`src/rtl/nibble_serial_adder.sv`:
```
// Nibble-serial adder: {CO,S} = A + B + CI, one 4-bit slice per cycle, LS nibble first.
// Latency: WIDTH/4 edges from the START-capture edge to the S/CO update; DONE pulses the following cycle.
// Backpressure: START is ignored while BUSY; a START during the DONE cycle is accepted (zero-gap back-to-back).
//
// Ports:
//   CK     - clock, rising edge
//   CDN    - asynchronous active-low reset
//   START  - begin an addition (sampled only when idle)
//   A, B   - WIDTH-bit operands, captured at START
//   CI     - carry-in, captured at START
//   S, CO  - registered sum / carry-out, held until the next completion
//   BUSY   - high while an addition is in progress
//   DONE   - one-cycle pulse after S/CO update
//   OVF    - signed overflow of the completed addition (only with NIBBLE_SERIAL_ADDER_OVF_EN)
//
// Optional feature macro: NIBBLE_SERIAL_ADDER_OVF_EN adds the OVF output.
module nibble_serial_adder #(
    parameter int WIDTH = 16
) (
    input  logic             CK,
    input  logic             CDN,
    input  logic             START,
    input  logic [WIDTH-1:0] A,
    input  logic [WIDTH-1:0] B,
    input  logic             CI,
    output logic [WIDTH-1:0] S,
    output logic             CO,
    output logic             BUSY,
`ifdef NIBBLE_SERIAL_ADDER_OVF_EN
    output logic             DONE,
    output logic             OVF
`else
    output logic             DONE
`endif
);

    localparam int N  = WIDTH / 4;
    localparam int CW = $clog2(N);

    typedef enum logic {
        IDLE = 1'b0,
        RUN  = 1'b1
    } state_t;

    state_t           r_state;
    logic [WIDTH-1:0] r_a;     // operand A, shifted right one nibble per RUN cycle
    logic [WIDTH-1:0] r_b;     // operand B, shifted right one nibble per RUN cycle
    logic [WIDTH-1:0] r_res;   // result, filled from the top so nibble 0 lands at the bottom
    logic             r_c;     // carry between slices
    logic [CW-1:0]    r_cnt;   // index of the nibble being processed

    // The current nibble always sits in the low 4 bits of the shifting operand registers.
    logic [4:0] w_sum;
    logic       w_last;
    assign w_sum  = {1'b0, r_a[3:0]} + {1'b0, r_b[3:0]} + {4'b0, r_c};
    assign w_last = (r_cnt == CW'(N - 1));

`ifdef NIBBLE_SERIAL_ADDER_OVF_EN
    // Carry into the MSB recovered from the sum bit: s = a ^ b ^ cin.
    logic w_c_into_msb;
    assign w_c_into_msb = w_sum[3] ^ r_a[3] ^ r_b[3];
`endif

    assign BUSY = (r_state == RUN);

    always_ff @(posedge CK or negedge CDN) begin
        if (!CDN) begin
            r_state <= IDLE;
            r_a     <= '0;
            r_b     <= '0;
            r_res   <= '0;
            r_c     <= 1'b0;
            r_cnt   <= '0;
            S       <= '0;
            CO      <= 1'b0;
            DONE    <= 1'b0;
`ifdef NIBBLE_SERIAL_ADDER_OVF_EN
            OVF     <= 1'b0;
`endif
        end else begin
            DONE <= 1'b0;
            case (r_state)
                IDLE: begin
                    if (START) begin
                        r_a     <= A;
                        r_b     <= B;
                        r_c     <= CI;
                        r_cnt   <= '0;
                        r_state <= RUN;
                    end
                end
                RUN: begin
                    r_a   <= {4'b0, r_a[WIDTH-1:4]};
                    r_b   <= {4'b0, r_b[WIDTH-1:4]};
                    r_res <= {w_sum[3:0], r_res[WIDTH-1:4]};
                    r_c   <= w_sum[4];
                    r_cnt <= r_cnt + 1'b1;
                    if (w_last) begin
                        // Final slice goes straight to S so no partial value is ever visible.
                        S       <= {w_sum[3:0], r_res[WIDTH-1:4]};
                        CO      <= w_sum[4];
`ifdef NIBBLE_SERIAL_ADDER_OVF_EN
                        OVF     <= w_c_into_msb ^ w_sum[4];
`endif
                        DONE    <= 1'b1;
                        r_state <= IDLE;
                    end
                end
                default: r_state <= IDLE;
            endcase
        end
    end

endmodule
```
`config.mk`:
```
export PLATFORM = sky130hd
export DESIGN_NAME = nibble_serial_adder
export DESIGN_NICKNAME = d
export VERILOG_FILES = /design/src/rtl/nibble_serial_adder.sv
export SDC_FILE = /design/constraint.sdc
export NUM_CORES = 1
export LEC_CHECK = 0
export ABC_AREA = 1
export CORE_MARGIN = 5
export CORE_UTILIZATION = 40
export DETAILED_ROUTE_END_ITERATION = 10
export PLACE_DENSITY_LB_ADDON = 0.1
export SYNTH_ARGS = -nofsm -noshare
export SYNTH_HDL_FRONTEND = slang
export SYNTH_SLANG_ARGS = --single-unit
```
`constraint.sdc`:
```
create_clock -name CK -period 1.56 [get_ports CK]
set_clock_uncertainty 0.05 [all_clocks]
set_input_delay 0.39 -clock CK [delete_from_list [all_inputs] [get_ports CK]]
set_output_delay 0.39 -clock CK [all_outputs]
set_load 0.005 [all_outputs]
```
* Word-level counts from Yosys, hierarchy flattened *
Index checks and enable logic that the tools add are counted.

storage, ports and cells
  register bits after elaboration = 70
  input port bits = 36
  output and inout port bits = 19
  logic and storage cells = 29

operators by class
  $add $sub $neg = 3
  equal/unequal tests = 2
  mux-type cells = 13
  bitwise logic cells = 1
  reduce and logical (&&, ||, !) cells = 1

operators with widths
  operator                                                       number
  16-bit case mux with 2 select lines                            2
  16-bit two-way mux                                             2
  4-bit by 4-bit adder with 5-bit output                         1
  5-bit by 1-bit adder with 5-bit output                         1
  1-bit two-way mux                                              5
  1-bit case mux with 2 select lines                             2
  2-bit case mux with 2 select lines                             1
  2-bit by 1-bit adder with 2-bit output, second input constant  1
  2-bit == test, second input constant                           1
  2-bit two-way mux                                              1
  2-bit != test, second input constant                           1
  2-bit AND reduction                                            1
  1-bit NOT                                                      1

* Depth between registers and ports, before layout *
  word-level depth = 3
  mapped depth = 8
  depth with buffers taken out = 8

* Least setup slack after synthesis *
OpenSTA, ideal clock, no wires.

  path type = register -> register
  from = register r_a[0]
  to = register CO
  setup time = 0.083 ns
  data arrival time = 1.566 ns
  required time = 1.427 ns
  path slack = -0.139 ns
  cell stages (with the launch flop) = 7
  path buffers = 0
  period minus slack after synthesis = 1.699 ns
  cells stage by stage = dfrtp_1 > inv_1 > fa_1 > fa_1 > o21ai_0 > o21ai_0 > o21ai_0

between the ends
  longest elaborated chain between the ends = 2

ends and longest elaborated chain
  element                                 RTL line  text
  start: declaration                      46        logic [WIDTH-1:0] r_a;
  start signal: assignment                93        r_a <= {4'b0, r_a[WIDTH-1:4]};
  4-bit by 4-bit adder with 5-bit output  55        assign w_sum = {1'b0, r_a[3:0]} + {1'b0, r_b[3:0]} + {4'b0, r_c};
  5-bit by 1-bit adder with 5-bit output  55
  end signal: assignment                  101       CO <= w_sum[4];
  end: declaration                        27        output logic CO,

No other way between the ends.
A chain may end at the register's enable or synchronous reset.

* Worst setup path after layout *
  from = register r_c
  to = register r_c

between the ends
  longest elaborated chain between the ends = 2

ends and longest elaborated chain
  element                                 RTL line  text
  start: declaration                      49        logic r_c;
  start signal: assignment                96        r_c <= w_sum[4];
  5-bit by 1-bit adder with 5-bit output  55
  1-bit case mux with 2 select lines      82        case (r_state)

No other way between the ends.

==> reports/qor.csv <==
stage,metric,value,unit
floorplan,ios,55,
power_and_ir_drop,irDropWorstVdd,0.6504,mV
route,wirelength,5.968,mm
final_layout,fillerInstances,681,
sta,max_freq,605.9,MHz
logic_synthesis,synth_compound_area_share,8.436,%
setup_path,crit_family,adder cells,
logic_synthesis,synthMuxAreaShare,0,%
status,violations,negative setup slack,
global_route,grt_use_total,15.11,%
logic_synthesis,syn_area,2833,um^2
route,drc_errors,0,
clock_tree,clkSinkCount,66,
sta,layout_setup_ws,-0.09055,ns
logic_synthesis,postSynthAreaPerCell,9.288,um^2
floorplan,core-area,6832,um^2
logic_synthesis,ys_ff_latch,66,
logic_synthesis,synthCells,305,
final_layout,area_growth,31.85,%
final_layout,nets,410,
sta,min_period_over_period,105.8,%
sta,relSlewSlack,74.98,%
logic_synthesis,ys_warn_count,0,
route,dr.pass1.iters,4,
setup_path,cp.required,1.77,ns
power_and_ir_drop,finalPower,0.006637,W
clock_tree,clockBufferDepth,2,
setup_path,startpoint_type,flip-flop,
status,status,finished with violations,
global_route,grt_overflow,0,
global_route,grt_use_met1,19.01,%
placed_design,numPortBuffers,54,
route,drtIter0Drc,68,
logic_synthesis,synth_top_family_by_area,simple AND/OR/NAND/NOR gates,
clock_tree,cts_tree,yes,
clock_tree,htree_levels,3,
route,viasPerCell,4.736,
job,drv_cap,0,
setup_path,max_stage_delay,0.40,ns
setup_path,r2r-start,r_c,
global_route,busiest_layer,met2,
logic_synthesis,syn_nets,347,
placed_design,place.gp.congestion,0.7772,
setup_path,crit_start,r_c,
floorplan,die_area,8865,um^2
setup_path,crit_type,flip-flop to flip-flop,
route,antenna_left,0,
logic_synthesis,synth_xor_xnor_area_share,0.3092,%
placed_design,dp_hpwl,3.988,mm
placed_design,dpl_worst_slack,-0.07363,ns
setup_path,r2r_slack,-0.09,ns
floorplan,start_util,41.47,%
worst_hold_path,hp-class,primary input to asynchronous set/reset pin,
sta,setup_viol,5,
setup_path,cp_max_fo,2,
global_route,grt_pass1_wl,10.49,mm
logic_synthesis,synth-adder-area-share,3.180,%
clock_tree,cts_buffers,9,
setup_path,cp_slowest_cell,fa_2,
setup_path,reg2reg_to,r_c,
setup_path,path_buf_inv,1,
route,vias,2221,
floorplan,die_height,94.16,um
setup_path,worstPathCellList,inv_2 -> fa_2 -> fa_2 -> o21ai_2 -> o21ai_2 -> o21bai_1,
final_layout,final_util,54.67,%
route,routedWlPerCell,12.72,um
floorplan,row_count,30,
floorplan,die_x,94.16,um
sta,rsz0062_at_grt,true,
final_layout,drive_above_1_share,11.53,%
setup_path,worst_ep_arrival_time,1.86,ns
global_route,grt_pass1_vias,2303,
global_route,grt_use_met2,24.59,%
logic_synthesis,ys_seq_area_share,58.30,%
power_and_ir_drop,power_density,1777,nW/um^2
global_route,globalRouteMet3Util,3.766,%
sta,tightest_slew,0.3752,ns
logic_synthesis,synth-simple-area-share,21.95,%
setup_path,worstSetupEndpointType,flip-flop,
clock_tree,ctsRootBufferMaster,clkbuf_8,
power_and_ir_drop,p_leak,1.816,nW
sta,period_needed,1.651,ns
setup_path,rr_worst_depth,6,
global_route,antenna_found_initial,0,
sta,finalHoldViolCount,0,
final_layout,antennaDiodeCount,0,
global_route,grt_max_degree,67,
logic_synthesis,ys_types,20,
sta,drv_slew,0,
clock_tree,path_clk_slew,0.07,ns
clock_tree,clock_latency,0.33,ns
## cell families after synthesis
group                    after synthesis
XOR/XNOR                               1
buffers and inverters                 41
AO/OA/AOI/OAI                         44
AND/OR/NAND/NOR                      147
flip-flops                            66
adder cells (fa/ha/maj)                6
## metal layers
metal / up-vias / wire [um]
met5: - / 0
met4: 0 / 80
met3: 9 / 297
met2: 55 / 2825
met1: 1042 / 2764
li1: 1115 / -
## through the flow
step / hold slack, ns / instances / instance area, um^2 / TNS [ns]
after floorplan: 0.04441 / 305 / 2838 / 0
after global placement: 0.3880 / 451 / 3517 / -0.07545
final: 0.01646 / 469 / 3735 / -0.2760
after CTS: 0.02055 / 469 / 3727 / -0.1499
after detailed placement: 0.3891 / 451 / 3517 / -0.1772
after global routing: 0.03787 / 469 / 3735 / -0.6519
## sequential cells by signal, summed over array words and instances, names as in the netlist
name   cells
r_b       16
BUSY       1
S         16
CO         1
r_cnt      2
r_res     12
r_a       16
DONE       1
r_c        1
## cells in the final DEF (no fill, tap or decap), drive strengths merged
master          n
nand3          50
dlygate4sd2    19
bufinv          2
o21bai          1
a22o            1
xor2            1
inv            22
nor2            7
o21ai          34
clkdlybuf4s50  34
clkinv          2
o211ai          3
dfrtp          66
clkinvlp        1
a21oi           1
fa              2
ha              4
clkbuf         11
nand2          90
buf            18
o22ai           4
## Yosys cell counts (all sizes together)
cell type	instances	area share, %
a21oi	1	0.18
a22o	1	0.31
buf	19	4.9
dfrtp	66	58
fa	2	1.4
ha	4	1.8
inv	22	2.9
nand2	90	12
nand3	50	8.8
nor2	7	1.2
o211ai	3	0.79
o21ai	34	6.0
o21bai	1	0.27
o22ai	4	0.88
xor2	1	0.31
## area by class of cell
class	count	area, um^2	area share [%]
Clock buffer	11	141.4	3.786
Clock inverter	5	77.57	2.077
Inverter	22	82.58	2.211
Multi-Input combinational cell	198	972.2	26.03
Sequential cell	66	1652	44.22
Tap cell	96	120.1	3.216
Timing Repair Buffer	71	689.4	18.46
## how the worst max path moves through the flow
stage	endpoint	slack, ns	cells after the start
after floorplan	CO	0.01	6
after global placement	CO	-0.05	6
after detailed placement	CO	-0.07	6
after CTS	r_c	-0.06	6
after global routing	CO	-0.19	6
final	r_c	-0.09	6
## timing repair
item / CTS / global route
gates resized for setup: 24 / 3
hold buffers: 0 / 0
setup endpoints to repair: 25 / 6
gates cloned: 0 / 0
pin swaps: 0 / 7
setup buffers: 2 / 0
## power breakdown
part / internal, W / switching [W]
Combinational: 0.00108 / 0.00128
Sequential: 0.00238 / 0.000323
Clock: 0.000939 / 0.000635
(Power assumes the default switching activity.)
